===== src/rtl/instr_fetch_unit_pkg.sv =====
// Shared definitions for the instruction fetch unit and the control unit.
// Holds the fetch FSM state encoding, the NOP word, the default reset PC,
// the skid payload layout and the opcode/funct constants decoded by control_unit.
package instr_fetch_unit_pkg;

  typedef enum logic [1:0] {
    FETCH   = 2'd0,
    HOLD    = 2'd1,
    DISCARD = 2'd2
  } fetch_state_e;

  localparam logic [31:0] NOP              = 32'h0000_0000;
  localparam logic [31:0] DEFAULT_RESET_PC = 32'h0000_0000;
  localparam int unsigned SKID_W           = 64;

  // Fetched word tagged with its address; this is the skid payload.
  typedef struct packed {
    logic [31:0] pc;
    logic [31:0] word;
  } fetch_entry_t;

  // Opcode field inst[31:26]
  localparam logic [5:0] OP_RTYPE = 6'h00;
  localparam logic [5:0] OP_J     = 6'h02;
  localparam logic [5:0] OP_JAL   = 6'h03;
  localparam logic [5:0] OP_BEQ   = 6'h04;
  localparam logic [5:0] OP_BNE   = 6'h05;
  localparam logic [5:0] OP_ADDI  = 6'h08;
  localparam logic [5:0] OP_LW    = 6'h23;
  localparam logic [5:0] OP_SW    = 6'h2B;

  // Funct field inst[5:0] for R-type
  localparam logic [5:0] FUNCT_JR  = 6'h08;
  localparam logic [5:0] FUNCT_ADD = 6'h20;
  localparam logic [5:0] FUNCT_SUB = 6'h22;
  localparam logic [5:0] FUNCT_AND = 6'h24;
  localparam logic [5:0] FUNCT_OR  = 6'h25;
  localparam logic [5:0] FUNCT_SLT = 6'h2A;

  // Sequential next PC; 32-bit add wraps naturally.
  function automatic logic [31:0] pc_next(input logic [31:0] pc);
    return pc + 32'd4;
  endfunction

  function automatic logic [31:0] word_align(input logic [31:0] a);
    return {a[31:2], 2'b00};
  endfunction

endpackage


===== src/rtl/instr_fetch_unit_skid.sv =====
// fetch_skid_buf: single-entry holding register for a fetched word that
// arrived while the output register was full and stalled.
// Ports: clk, rst_n (sync, active low), load/unload/flush controls,
//        din/dout 64-bit {pc, word} payload, valid = entry occupied.
module fetch_skid_buf
  import instr_fetch_unit_pkg::*;
(
  input  logic              clk,
  input  logic              rst_n,
  input  logic              load,
  input  logic              unload,
  input  logic              flush,
  input  logic [SKID_W-1:0] din,
  output logic              valid,
  output logic [SKID_W-1:0] dout
);

  logic              valid_q, valid_d;
  logic [SKID_W-1:0] data_q,  data_d;

  always_comb begin
    valid_d = valid_q;
    data_d  = data_q;
    if (flush) begin
      valid_d = 1'b0;
    end else if (load) begin
      valid_d = 1'b1;
      data_d  = din;
    end else if (unload) begin
      valid_d = 1'b0;
    end
  end

  always_ff @(posedge clk) begin
    if (!rst_n) begin
      valid_q <= 1'b0;
      data_q  <= '0;
    end else begin
      valid_q <= valid_d;
      data_q  <= data_d;
    end
  end

  assign valid = valid_q;
  assign dout  = data_q;

endmodule


===== src/rtl/instr_fetch_unit.sv =====
// instr_fetch_unit: sequential instruction fetcher feeding the control unit.
// Issues one word request at a time, presents fetched words in program order
// through an output register plus a 1-entry skid, and handles redirects,
// including redirects that land while a memory request is still in flight.
// Ports: clk, rst_n (sync, active low); imem_req/imem_addr/imem_ready/
//        imem_rdata memory side; stall, redirect_valid/redirect_pc control;
//        inst_valid/inst/inst_pc output to decode.
module instr_fetch_unit
  import instr_fetch_unit_pkg::*;
#(
  parameter logic [31:0] RESET_PC = DEFAULT_RESET_PC
) (
  input  logic        clk,
  input  logic        rst_n,
  output logic        imem_req,
  output logic [31:0] imem_addr,
  input  logic        imem_ready,
  input  logic [31:0] imem_rdata,
  input  logic        stall,
  input  logic        redirect_valid,
  input  logic [31:0] redirect_pc,
  output logic        inst_valid,
  output logic [31:0] inst,
  output logic [31:0] inst_pc
);

  fetch_state_e state_q, state_d;
  logic [31:0]  pc_q, pc_d;
  logic [31:0]  disc_addr_q, disc_addr_d;  // address of the request being discarded
  logic [31:0]  inst_q, inst_d;
  logic [31:0]  inst_pc_q, inst_pc_d;
  logic         inst_valid_q, inst_valid_d;

  logic         skid_load, skid_unload, skid_flush, skid_valid;
  fetch_entry_t skid_in, skid_out;

  logic         consume;
  logic [31:0]  redir_pc;

  assign consume  = inst_valid_q && !stall;
  assign redir_pc = word_align(redirect_pc);
  assign skid_in  = '{pc: pc_q, word: imem_rdata};

  fetch_skid_buf u_skid (
    .clk    (clk),
    .rst_n  (rst_n),
    .load   (skid_load),
    .unload (skid_unload),
    .flush  (skid_flush),
    .din    (skid_in),
    .valid  (skid_valid),
    .dout   (skid_out)
  );

  // A request in flight during DISCARD must keep its original address until
  // the memory completes it, while pc_q already holds the redirect target.
  assign imem_req  = rst_n && (state_q != HOLD);
  assign imem_addr = (state_q == DISCARD) ? disc_addr_q : pc_q;

  always_comb begin
    state_d      = state_q;
    pc_d         = pc_q;
    disc_addr_d  = disc_addr_q;
    inst_d       = inst_q;
    inst_pc_d    = inst_pc_q;
    inst_valid_d = inst_valid_q && !consume;
    skid_load    = 1'b0;
    skid_unload  = 1'b0;
    skid_flush   = 1'b0;

    if (redirect_valid) begin
      inst_valid_d = 1'b0;
      inst_d       = NOP;
      skid_flush   = 1'b1;
      pc_d         = redir_pc;
    end

    case (state_q)
      FETCH: begin
        if (redirect_valid) begin
          if (!imem_ready) begin
            state_d     = DISCARD;
            disc_addr_d = pc_q;
          end
        end else if (imem_ready) begin
          pc_d = pc_next(pc_q);
          if (!inst_valid_q || !stall) begin
            inst_d       = imem_rdata;
            inst_pc_d    = pc_q;
            inst_valid_d = 1'b1;
          end else begin
            skid_load = 1'b1;
            state_d   = HOLD;
          end
        end
      end
      HOLD: begin
        if (redirect_valid) begin
          state_d = FETCH;
        end else if (!stall) begin
          inst_d       = skid_out.word;
          inst_pc_d    = skid_out.pc;
          inst_valid_d = skid_valid;
          skid_unload  = 1'b1;
          state_d      = FETCH;
        end
      end
      DISCARD: begin
        // A redirect here only retargets pc_q; the old request still has to
        // drain, so the state leaves DISCARD only when the memory responds.
        if (imem_ready) state_d = FETCH;
      end
      default: state_d = FETCH;
    endcase
  end

  always_ff @(posedge clk) begin
    if (!rst_n) begin
      state_q      <= FETCH;
      pc_q         <= RESET_PC;
      disc_addr_q  <= '0;
      inst_q       <= NOP;
      inst_pc_q    <= '0;
      inst_valid_q <= 1'b0;
    end else begin
      state_q      <= state_d;
      pc_q         <= pc_d;
      disc_addr_q  <= disc_addr_d;
      inst_q       <= inst_d;
      inst_pc_q    <= inst_pc_d;
      inst_valid_q <= inst_valid_d;
    end
  end

  assign inst_valid = inst_valid_q;
  assign inst       = inst_q;
  assign inst_pc    = inst_pc_q;

endmodule


===== config.mk =====
export PLATFORM = sky130hd
export DESIGN_NAME = instr_fetch_unit
export DESIGN_NICKNAME = d
export VERILOG_FILES = /design/src/rtl/instr_fetch_unit_pkg.sv /design/src/rtl/instr_fetch_unit_skid.sv /design/src/rtl/instr_fetch_unit.sv
export SDC_FILE = /design/constraint.sdc
export NUM_CORES = 1
export LEC_CHECK = 0
export ABC_AREA = 1
export CORE_MARGIN = 2
export CORE_UTILIZATION = 46
export DETAILED_ROUTE_END_ITERATION = 10
export PLACE_DENSITY = 0.74
export SYNTH_ARGS = -nofsm -noshare
export SYNTH_HDL_FRONTEND = slang
export SYNTH_SLANG_ARGS = --single-unit

===== constraint.sdc =====
create_clock -name clk -period 4.4 [get_ports clk]
set_input_delay 0.44 -clock clk [delete_from_list [all_inputs] [get_ports clk]]
set_output_delay 0.44 -clock clk [all_outputs]
set_load 0.01 [all_outputs]

# Word level (Yosys, flattened, before mapping)
# Cells that the tools add are included.
# totals
inputBits	69
output_inout_bits	98
reg_bits	196
word_cells	83
# op_classes
mux	43
n_eq_ne	13
n_addsub	1
bitwise	3
reduce_logical	15
# op_table
cell	n
32-bit 2-to-1 mux	16
32-bit one-hot mux with 2 select lines	2
32-bit by 3-bit adder with 32-bit output, second input constant	1
1-bit 2-to-1 mux	16
2-bit 2-to-1 mux	7
2-bit inequality test, second input constant	6
3-bit inequality test, second input constant	4
2-bit one-hot mux with 3 select lines	1
6-bit AND reduction	1
5-bit AND reduction	1
2-bit nonzero test	2
1-bit logical AND	3
1-bit logical NOT	3
1-bit NOT	3
3-bit AND reduction	1
2-bit by 1-bit == test with 1-bit output, second input constant	1
2-bit == test, second input constant	1
2-bit logical NOT	1
2-bit by 1-bit inequality test with 1-bit output, second input constant	1
1-bit one-hot mux with 2 select lines	1
2-bit AND reduction	1
2-bit OR reduction	1
1-bit logical OR	1

# Longest topological paths before layout
# logic_depth
word_depth	9
ltp_mapped	11
mapped_depth_nobuf	10

# Hierarchy
# Synthesis repeated with hierarchy kept, for this count alone.
# unflattened
cells_unflattened	1439
hier_area_um2	9464.1
# by_module_without_submodules
mod	area_each_um2	instances	cells_each	seq_area_each_um2
instr_fetch_unit	6638.9	1	1020	2622.5
fetch_skid_buf	2825.2	1	419	1301.2

# Worst setup path before layout
# OpenSTA, ideal clock, no wires.
# synth_timing
path_kind	register to output
start	register state_q[1]
end	output port imem_addr[23]
setup_slack_ns	2.683
t_required_ns	3.960
path_stages_with_launch	7
t_arrival_ns	1.277
path_buffers	2
path_cell_list	dfxtp_1 buf_6 inv_4 nor2_1 clkbuf_1 nand2_1 o21ai_0
# synth_between
elab_chain_len	2
# synth_lines
element	line_no	text
start, declared	instr_fetch_unit.sv:27	fetch_state_e state_q, state_d;
start signal, assigned	instr_fetch_unit.sv:126	state_q <= state_d;
2-bit == test	instr_fetch_unit.sv:58	assign imem_addr = (state_q == DISCARD) ? disc_addr_q : pc_q;
32-bit 2-to-1 mux	instr_fetch_unit.sv:58	
end, declared	instr_fetch_unit.sv:16	output logic [31:0] imem_addr,
# No other way between the ends.

# Final worst setup path
# layout_timing
start	register state_q[1]
end	output port imem_addr[5]
# The elaborated chain is that of the path after synthesis.

==> impl_metrics.tcl <==
set metrics [dict create \
    status "finished clean" \
    synth_area_leader_cell "dfxtp_1" \
    num-nets-final 1473 \
    switchingPower_mw 1.09 \
    tritoncts "built" \
    viasPerCell 5.30 \
    multiInputGateArea_um2 4280 \
    grt_usage 0.247 \
    r2r_start "state_q[1]$_SDFFE_PN0P_" \
    switching_share 0.274 \
    holdPathStages 2 \
    ys_ff_latch 196 \
    synth_fp_nets 1362 \
    gr-total-overflow 0 \
    rr_endpoint "inst_pc[13]$_SDFFE_PN0P_" \
    die_h_um 144 \
    max_freq_mhz 295 \
    cp_max_fo 45 \
    cts.sinks 196 \
    finalCriticalPeriod_ns 3.39 \
    place_hpwl_um 16800 \
    drive_above_1_share 0.0530 \
    cellPowerDensity_nw_per_um2 353 \
    crit_start "state_q[1]$_SDFFE_PN0P_" \
    ys_seq_area_frac 0.434 \
    wirelength_um 25600 \
    grt_pass1_vias 7954 \
    cp_data_required_time_ns 3.96 \
    drt_iter0_drc 732 \
    start_util 0.466 \
    rsz0062_at_grt "no" \
    synth_top_area_share 0.434 \
    p_int_mw 2.88 \
    avgSynthCellArea_um2 7.00 \
    power_frac_comb 0.145 \
    cp-end-kind "output port" \
    p_clk_frac 0.370 \
    skew_ns 0.00835 \
    critPathSlowestCell "nor2_4" \
    critPathArrivalTime_ns 2.95 \
    synth_area_leaders "dfxtp_1 (43%), nand2_1 (12%), o21ai_0 (10%)" \
    start_kind "flip-flop" \
    die_w_um 144 \
    dr.pass1.iters 5 \
    core.rowCount 51 \
    crit_family "buffers and inverters" \
    cts_buffers 17 \
    fin_tns_setup_ns 0 \
    seqPwrFrac 0.486 \
    vias 8904 \
    max-slew-margin-rel 0.339 \
    h-tree-depth 4 \
    drc 0 \
    io_buffers 164 \
    tightest_slew_ns 0.989 \
    antenna_found_initial 0 \
    wire_per_inst_um 15.2 \
    critPathKind "reg2out" \
    synth_edf_count 0 \
    cts_resized 0 \
    area_delta_synth_final_pct 24.5 \
    fin_hold_ws_ns 0.451 \
    synth_flop_cell "dfxtp_1" \
    register_area_um2 3920 \
    synth_cell_types 38 \
    drv_slew 0 \
    rr_worst_depth 8 \
    finalSetupViolations 0 \
    yosys_warnings 0 \
    core_area_um2 19400 \
    holdPathEnd "u_skid.dout[5]$_SDFFE_PN0P_" \
    maxCapViolCount 0 \
    postCtsHoldBufs 0 \
    clk_pin_slew_ns 0.07 \
    root_buffer "clkbuf_16" \
    hold_viol 0 \
    clk_latency_ns 0.44 \
    ir_drop_uv 289 \
    hold_path_class "reg2reg" \
    synth_cells 1292 \
    cts_setup_buffers 0 \
    gp_congestion 0.939 \
    min_from "u_skid.dout[5]$_SDFFE_PN0P_" \
    final_core_util 0.580 \
    crit_buf_inv 3 \
    io_pins 167 \
    synth_area_um2 9040 \
    timing.final.crit_share 0.770 \
    reg2reg_slack_ns 1.80 \
    ant_nets 0 \
    nFillCells 1853 \
    fin_ws_ns 1.01 \
    p_leak_nw 4.17 \
    die_area_um2 20800 \
    grt_max_degree 77 \
    clockBufferDepth 2 \
    path_cells "inv_4 -> nor2_4 -> buf_4 -> nand2_1 -> o21ai_0 -> clkdlybuf4s50_1" \
    grt_pass1_wl_um 40400 \
    dpl_worst_slack_ns 1.45 \
    ys_async_sr_fraction 0 \
    max_stage_delay_ns 0.76 \
]
logic make-up after synthesis:
family,synth area share
DFF,0.434
and+or+nand+nor,0.215
adders and majority gates,0.00138
AOI/OAI and AO/OA,0.253
buffers and inverters,0.0927
xor gates and xnor gates,0.00388
tightest hold or removal path: stages (launching register included):
cell,delay [ns]
dfxtp_1,0.30
inv_1,0.06
a21oi_1,0.05
sequential cells by signal (all words and copies together), names as in the netlist:
register and count:
inst 32, pc_q 32, disc_addr_q 32, state_q 2, u_skid.valid 1, inst_valid 1, inst_pc 32, u_skid.dout 64
cell usage after synthesis, types with 3 or more instances:
library cell,number
nand2_1,282
dfxtp_1,196
o21ai_0,182
a21oi_1,123
inv_1,99
nor2_1,97
o21ai_1,73
nand3_1,49
a31oi_1,41
buf_2,38
clkbuf_1,31
inv_2,9
buf_4,6
nand4_1,6
o211ai_1,6
buf_1,5
nor2_2,5
nor3_1,5
buf_6,4
xor2_1,4
nand2_4,3
final cells by class:
cell class / instances / area share
inverters: 110 / 0.0371
diodes: 1 / 0.000222
clock inverters: 10 / 0.00678
clock buffers: 21 / 0.0418
multi-input cells: 901 / 0.381
repair buffers: 177 / 0.155
flip-flops and latches: 196 / 0.349
well taps: 265 / 0.0295
per-stage QoR:
step / power, mW / cells / cell area (um2)
finish: 3.97 / 1681 / 11300
global placement: 2.53 / 1649 / 10700
global route: 4.14 / 1680 / 11200
CTS: 3.98 / 1680 / 11200
floorplan: 2.27 / 1292 / 9040
detailed placement: 2.54 / 1649 / 10700
cell usage in the layout (no fill, tap or decap), drive strengths merged, types with 2 or more instances in the layout:
master         netlist  routed
clkdlybuf4s50        0     162
clkinv               0       5
nand3b               2       2
clkinvlp             0       3
a211oi               3       3
buf                 53      15
a311oi               2       2
nand2              286     286
nor3                 9       9
dfxtp              196     196
xor2                 4       4
nor2               106     106
nand4                6       6
inv                110     112
a21oi              123     123
clkbuf              32      21
a31oi               41      41
and2                 2       2
o21ai              255     255
o211ai               6       6
a22oi                2       2
a21boi               2       2
nand3               49      49
how the worst max path moves through the flow:
stage,endpoint,slack [ns],cells after the start
2_1_floorplan,imem_addr[23],2.68,6
6_report,imem_addr[5],1.01,6
3_3_place_gp,imem_addr[22],1.47,6
3_5_place_dp,imem_addr[20],1.45,6
5_1_grt,imem_addr[2],0.82,6
4_1_cts,imem_addr[20],0.97,6
metal layers:
layer,up-vias,part of all wire,track usage
li1,4531,-,-
met1,4041,0.45,0.326
met2,294,0.46,0.394
met3,38,0.075,0.0659
met4,0,0.019,0.0828
met5,-,0,0
power by group through the flow:
stage	Sequential (mW)	Clock, mW	Combinational [mW]
after floorplan	1.96	0	0.311
after global placement	1.97	0	0.564
after detailed placement	1.97	0	0.572
after CTS	1.93	1.48	0.575
after global routing	1.94	1.56	0.633
final	1.93	1.47	0.574
(Power assumes the default switching activity.)
==> RTL change 1 (same flow settings) <==
Encoding of `fetch_state_e`: now one-hot (3 bits for 3 states).
--- a/src/rtl/instr_fetch_unit_pkg.sv
+++ b/src/rtl/instr_fetch_unit_pkg.sv
@@ -3,10 +3,10 @@
 // the skid payload layout and the opcode/funct constants decoded by control_unit.
 package instr_fetch_unit_pkg;
 
-  typedef enum logic [1:0] {
-    FETCH   = 2'd0,
-    HOLD    = 2'd1,
-    DISCARD = 2'd2
+  typedef enum logic [2:0] {
+    FETCH   = 3'b001,
+    HOLD    = 3'b010,
+    DISCARD = 3'b100
   } fetch_state_e;
 
   localparam logic [31:0] NOP              = 32'h0000_0000;
Function: no difference found for any inputs over 4 cycles, from zero or initial values and one cycle with rst_n low; so few cycles prove little.
==> RTL change 1 against the original RTL <==
- fmax increased by 15%
- final area grew 7.1%
- worst setup slack improved by 0.43 ns
- routed wire length increased by 5.2%
- sequential cell count is 1 higher
- critical endpoint is now imem_addr[9]
- total power is 12% higher
- global-route usage fell by 0.55 points
- area after synthesis increased by 7.6%
- via count is 12% higher
==> RTL change 1: results (changes against the original RTL) <==
| Metric | Value |
|---|---|
| Iter 0 DRT Violations | 676 (was 732) |
| Hold Path Class | in -> reg (was reg -> reg) |
| Crit path capture | imem_addr[9] (was imem_addr[5]) |
| Synth area leaders | dfxtp_1 (41%), nand2_1 (16%), o21ai_0 (11%), a21oi_1 (7.1%), inv_1 (7.0%) (was dfxtp_1 (43%), nand2_1 (12%), o21ai_0 (10%), a21oi_1 (6.8%), inv_1 (4.1%)) |
| Status | finished clean (unchanged) |
| Flop2flop setup slack | 1.50 ns (was 1.80 ns) |
| Xor/xnor cell area share of the yosys netlist | 0.450% (was 0.388%) |
| Vias in the first global route | 8951 (was 7954) |
| Via count | 9934 (was 8904) |
| Leak | 5.05 nW (was 4.17 nW) |
| Hold Path Stages | 3 (was 2) |
| Seq/Total Area, Yosys | 40.6% (was 43.4%) |
| Setup WS pre-CTS | 1.08 ns (was 1.45 ns) |
| Yosys Warn Count | 0 (unchanged) |
| Final setup skew | 0.00881 ns (was 0.00835 ns) |
| FF-to-FF path depth | 7 (was 8) |
| Hold Path End | inst[26] (was u_skid.dout[5]) |
| Internal power | 0.00309 W (was 0.00288 W) |
| Critical path launch point | state_q[0] (was state_q[1]) |
| Top cells by count, synth | nand2_1 (415), o21ai_0 (215), dfxtp_1 (197) (was nand2_1 (282), dfxtp_1 (196), o21ai_0 (182)) |
| Compound-Gate Fraction of Synth Area | 21.3% (was 25.3%) |
| Worst R2R End | disc_addr_q[28] (was inst_pc[13]) |
| First-pass GRT wire length | 43600 um (was 40400 um) |
| Inserted Diodes | 0 (was 1) |
| Share of cells above drive strength 1 | 3.95% (was 5.30%) |
| Clock latency on the worst-skew pair | 0.44 ns (about the same) |
| Placer Congestion | 0.933 (was 0.939) |
| Routed vias/inst | 5.18 (was 5.30) |
| Initial antenna violation count | 0 (unchanged) |
| Smallest hold slack | 0.384 ns (was 0.451 ns) |
| Dpl cells | 1887 (was 1649) |
| Post-CTS Setup Repair Bufs | 0 (unchanged) |
| Cell count after synthesis | 1525 (was 1292) |
| CP arrival | 2.51 ns (was 2.95 ns) |
| Post-synthesis mux area share | 0% (unchanged) |
| Synth Net Count | 1595 (was 1362) |
| VDD IR-drop max | 0.276 mV (was 0.289 mV) |
| Total track usage | 24.1% (was 24.7%) |
| Netlist cell types | 30 (was 38) |
| Slew @ Worst Pin | 1.14 ns (was 0.989 ns) |
| Largest net degree at the start of global routing | 103 (was 77) |
| HPWL Detailed | 18200 um (was 16800 um) |
| Crit Path Max Fanout | 62 (was 45) |
| CTS buffer count | 17 (unchanged) |
| Final Cycle Share | 67.1% (was 77.0%) |
| Post-Route WL | 26900 um (was 25600 um) |
| Final #Nets | 1701 (was 1473) |
| Adder-cell area share of the yosys netlist | 0.129% (was 0.138%) |
| Min-Delay Startpoint | rst_n (was u_skid.dout[5]) |
## RTL change 1: cell count changes after synthesis, sizes merged, moves of 31 or more
cell | unedited run | this run
nand2 | 286 | 415
inv | 110 | 188
nor2 | 106 | 156
a31oi | 41 | 3
clkbuf | 32 | 70
o21ai | 255 | 224
## RTL change 1: layout make-up
type	instances	area, um^2
clock inverter	15	165
timing repair buffer	180	1750
tap	275	344
clock buffer	17	425
multi-input combinational	1046	4700
sequential	197	3940
fill	2052	8840
inverter	189	709
## RTL change 1: per-stage QoR
stage | cell area [um^2] | utilization [%]
2_1_floorplan | 9730 | -
3_3_place_gp | 11500 | 54.8
3_5_place_dp | 11500 | 54.8
4_1_cts | 12000 | 57.7
5_1_grt | 12000 | 57.7
6_report | 12000 | 57.7
## RTL change 1: cell families after synthesis
logic type               count (synthesis)
AND/OR/NAND/NOR                        644
flip-flops                             197
buffers and inverters                  282
AO/OA/AOI/OAI                          396
XOR/XNOR                                 5
adder cells (fa/ha/maj)                  1
## RTL change 1: routing by layer
layer | vias up | wire (um) | global-route usage, %
met2 | 302 | 13000 | 41.1
met3 | 43 | 1680 | 5.17
met4 | 0 | 653 | 7.62
met1 | 4526 | 11700 | 30.5
met5 | - | 0 | 0
li1 | 5063 | - | -
## RTL change 1: power groups by stage
stage	Clock (W)	Sequential [W]	Combinational [W]
2_1_floorplan	0	0.00205	0.000476
3_3_place_gp	0	0.00204	0.000843
3_5_place_dp	0	0.00205	0.000856
4_1_cts	0.00160	0.00200	0.000863
5_1_grt	0.00169	0.00202	0.000957
6_report	0.00157	0.00201	0.000857
## RTL change 1: critical path: stages, from the launching register on
cell             delay [ns]
dfxtp_1                0.38
nor3_2                 0.23
buf_4                  0.51
nand2_1                0.12
o21ai_0                0.20
clkdlybuf4s50_1        0.62
==> RTL change 2 (same settings) <==
Made on the original files. `data_q` no longer has a reset.
--- a/src/rtl/instr_fetch_unit_skid.sv
+++ b/src/rtl/instr_fetch_unit_skid.sv
@@ -34,11 +34,13 @@
   always_ff @(posedge clk) begin
     if (!rst_n) begin
       valid_q <= 1'b0;
-      data_q  <= '0;
     end else begin
       valid_q <= valid_d;
-      data_q  <= data_d;
     end
+  end
+
+  always_ff @(posedge clk) begin
+    data_q <= data_d;
   end
 
   assign valid = valid_q;
Formal check against the unedited RTL: same outputs for any inputs over 4 cycles, from zero or initial values and one cycle with rst_n low; that may be too few to reach the edited logic, so the function may still have changed.
==> RTL change 2 against the original RTL <==
- clock power increased by 3%
- sequential cell count did not move
- global-route usage shrank 1.3 points
- first-iteration DRC count fell by 14%
- clock skew grew 0.0026 ns
- routed wire length decreased by 7.2%
- critical path type unchanged
- critical path depth stayed put
- worst setup slack improved by 0.082 ns
- total power rose by 2.8%
- final area increased by 0.23%
- final cell count shrank 5.7%
- largest cell class is now registers
- area after synthesis decreased by 0.87%
- critical endpoint is now imem_addr[2]
==> RTL change 2: results (changes against the original RTL) <==
| Metric | Value |
|---|---|
| Fillers | 1833 (was 1853) |
| Layout sequential cell count | 196 (unchanged) |
| Final setup skew | 0.0109 ns (was 0.00835 ns) |
| First-pass GRT wire length | 38200 um (was 40400 um) |
| Crit path capture | imem_addr[2] (was imem_addr[5]) |
| HPWL Detailed | 15900 um (was 16800 um) |
| Adder-cell area share of the yosys netlist | 0.140% (was 0.138%) |
| Final #Nets | 1377 (was 1473) |
| Crit Path Max Fanout | 46 (was 45) |
| Synth area leaders | dfxtp_1 (29%), edfxtp_1 (21%), nand2_1 (13%), o21ai_0 (8.5%), nor2_1 (5.7%) (was dfxtp_1 (43%), nand2_1 (12%), o21ai_0 (10%), a21oi_1 (6.8%), inv_1 (4.1%)) |
| Compound-Gate Fraction of Synth Area | 17.5% (was 25.3%) |
| Buffer share of cell area | 15.4% (was 15.5%) |
| Reg area | 0.00456 mm^2 (was 0.00392 mm^2) |
| Crit-path max cell delay | 0.66 ns (was 0.76 ns) |
| Switch share | 27.7% (was 27.4%) |
| Total track usage | 23.4% (was 24.7%) |
| # clk buffers | 17 (was 21) |
| Placer Congestion | 0.943 (was 0.939) |
| FF-to-FF path depth | 6 (was 8) |
| Routed vias/inst | 5.15 (was 5.30) |
| CP arrival | 2.86 ns (was 2.95 ns) |
| Fmax | 303 MHz (was 295 MHz) |
| Smallest hold slack | 0.434 ns (was 0.451 ns) |
| Flop2flop setup slack | 1.97 ns (was 1.80 ns) |
| Largest net degree at the start of global routing | 104 (was 77) |
| Status | finished clean (unchanged) |
| Min-Delay Startpoint | pc_q[1] (was u_skid.dout[5]) |
| Iter 0 DRT Violations | 633 (was 732) |
| Share of cells above drive strength 1 | 5.08% (was 5.30%) |
| Cell count after synthesis | 1181 (was 1292) |
| Seq/Total Area, Yosys | 50.9% (was 43.4%) |
| Hold Path Stages | 0 (was 2) |
| Leak | 4.19 nW (was 4.17 nW) |
| Post-synth EDFFs | 64 (was 0) |
| Dpl cells | 1553 (was 1649) |
RTL change 2: cell types whose count changed in the layout (fill, tap and decap cells not counted), sizes merged, moves of 14 or more:
cell    delta
dfxtp     -64
inv       -14
nor2      +37
a21oi     -54
edfxtp    +64
a31oi     -33
nand2     +26
o21ai     -51
RTL change 2: power by group through the flow:
stage	Sequential (W)	Combinational (W)	Clock, W
2_1_floorplan	0.00205	0.000292	0
5_1_grt	0.00202	0.000624	0.00160
3_3_place_gp	0.00205	0.000552	0
3_5_place_dp	0.00205	0.000561	0
6_report	0.00201	0.000559	0.00151
4_1_cts	0.00201	0.000564	0.00153
RTL change 2: routing by layer:
| metal | vias up | GRT usage (%) | share of wire, % |
|---|---|---|---|
| met5 | - | 0 | 0.063 |
| met4 | 2 | 6.71 | 1.6 |
| met3 | 32 | 6.53 | 6.9 |
| met2 | 250 | 39.6 | 48 |
| met1 | 3720 | 29.4 | 43 |
| li1 | 4159 | - | - |
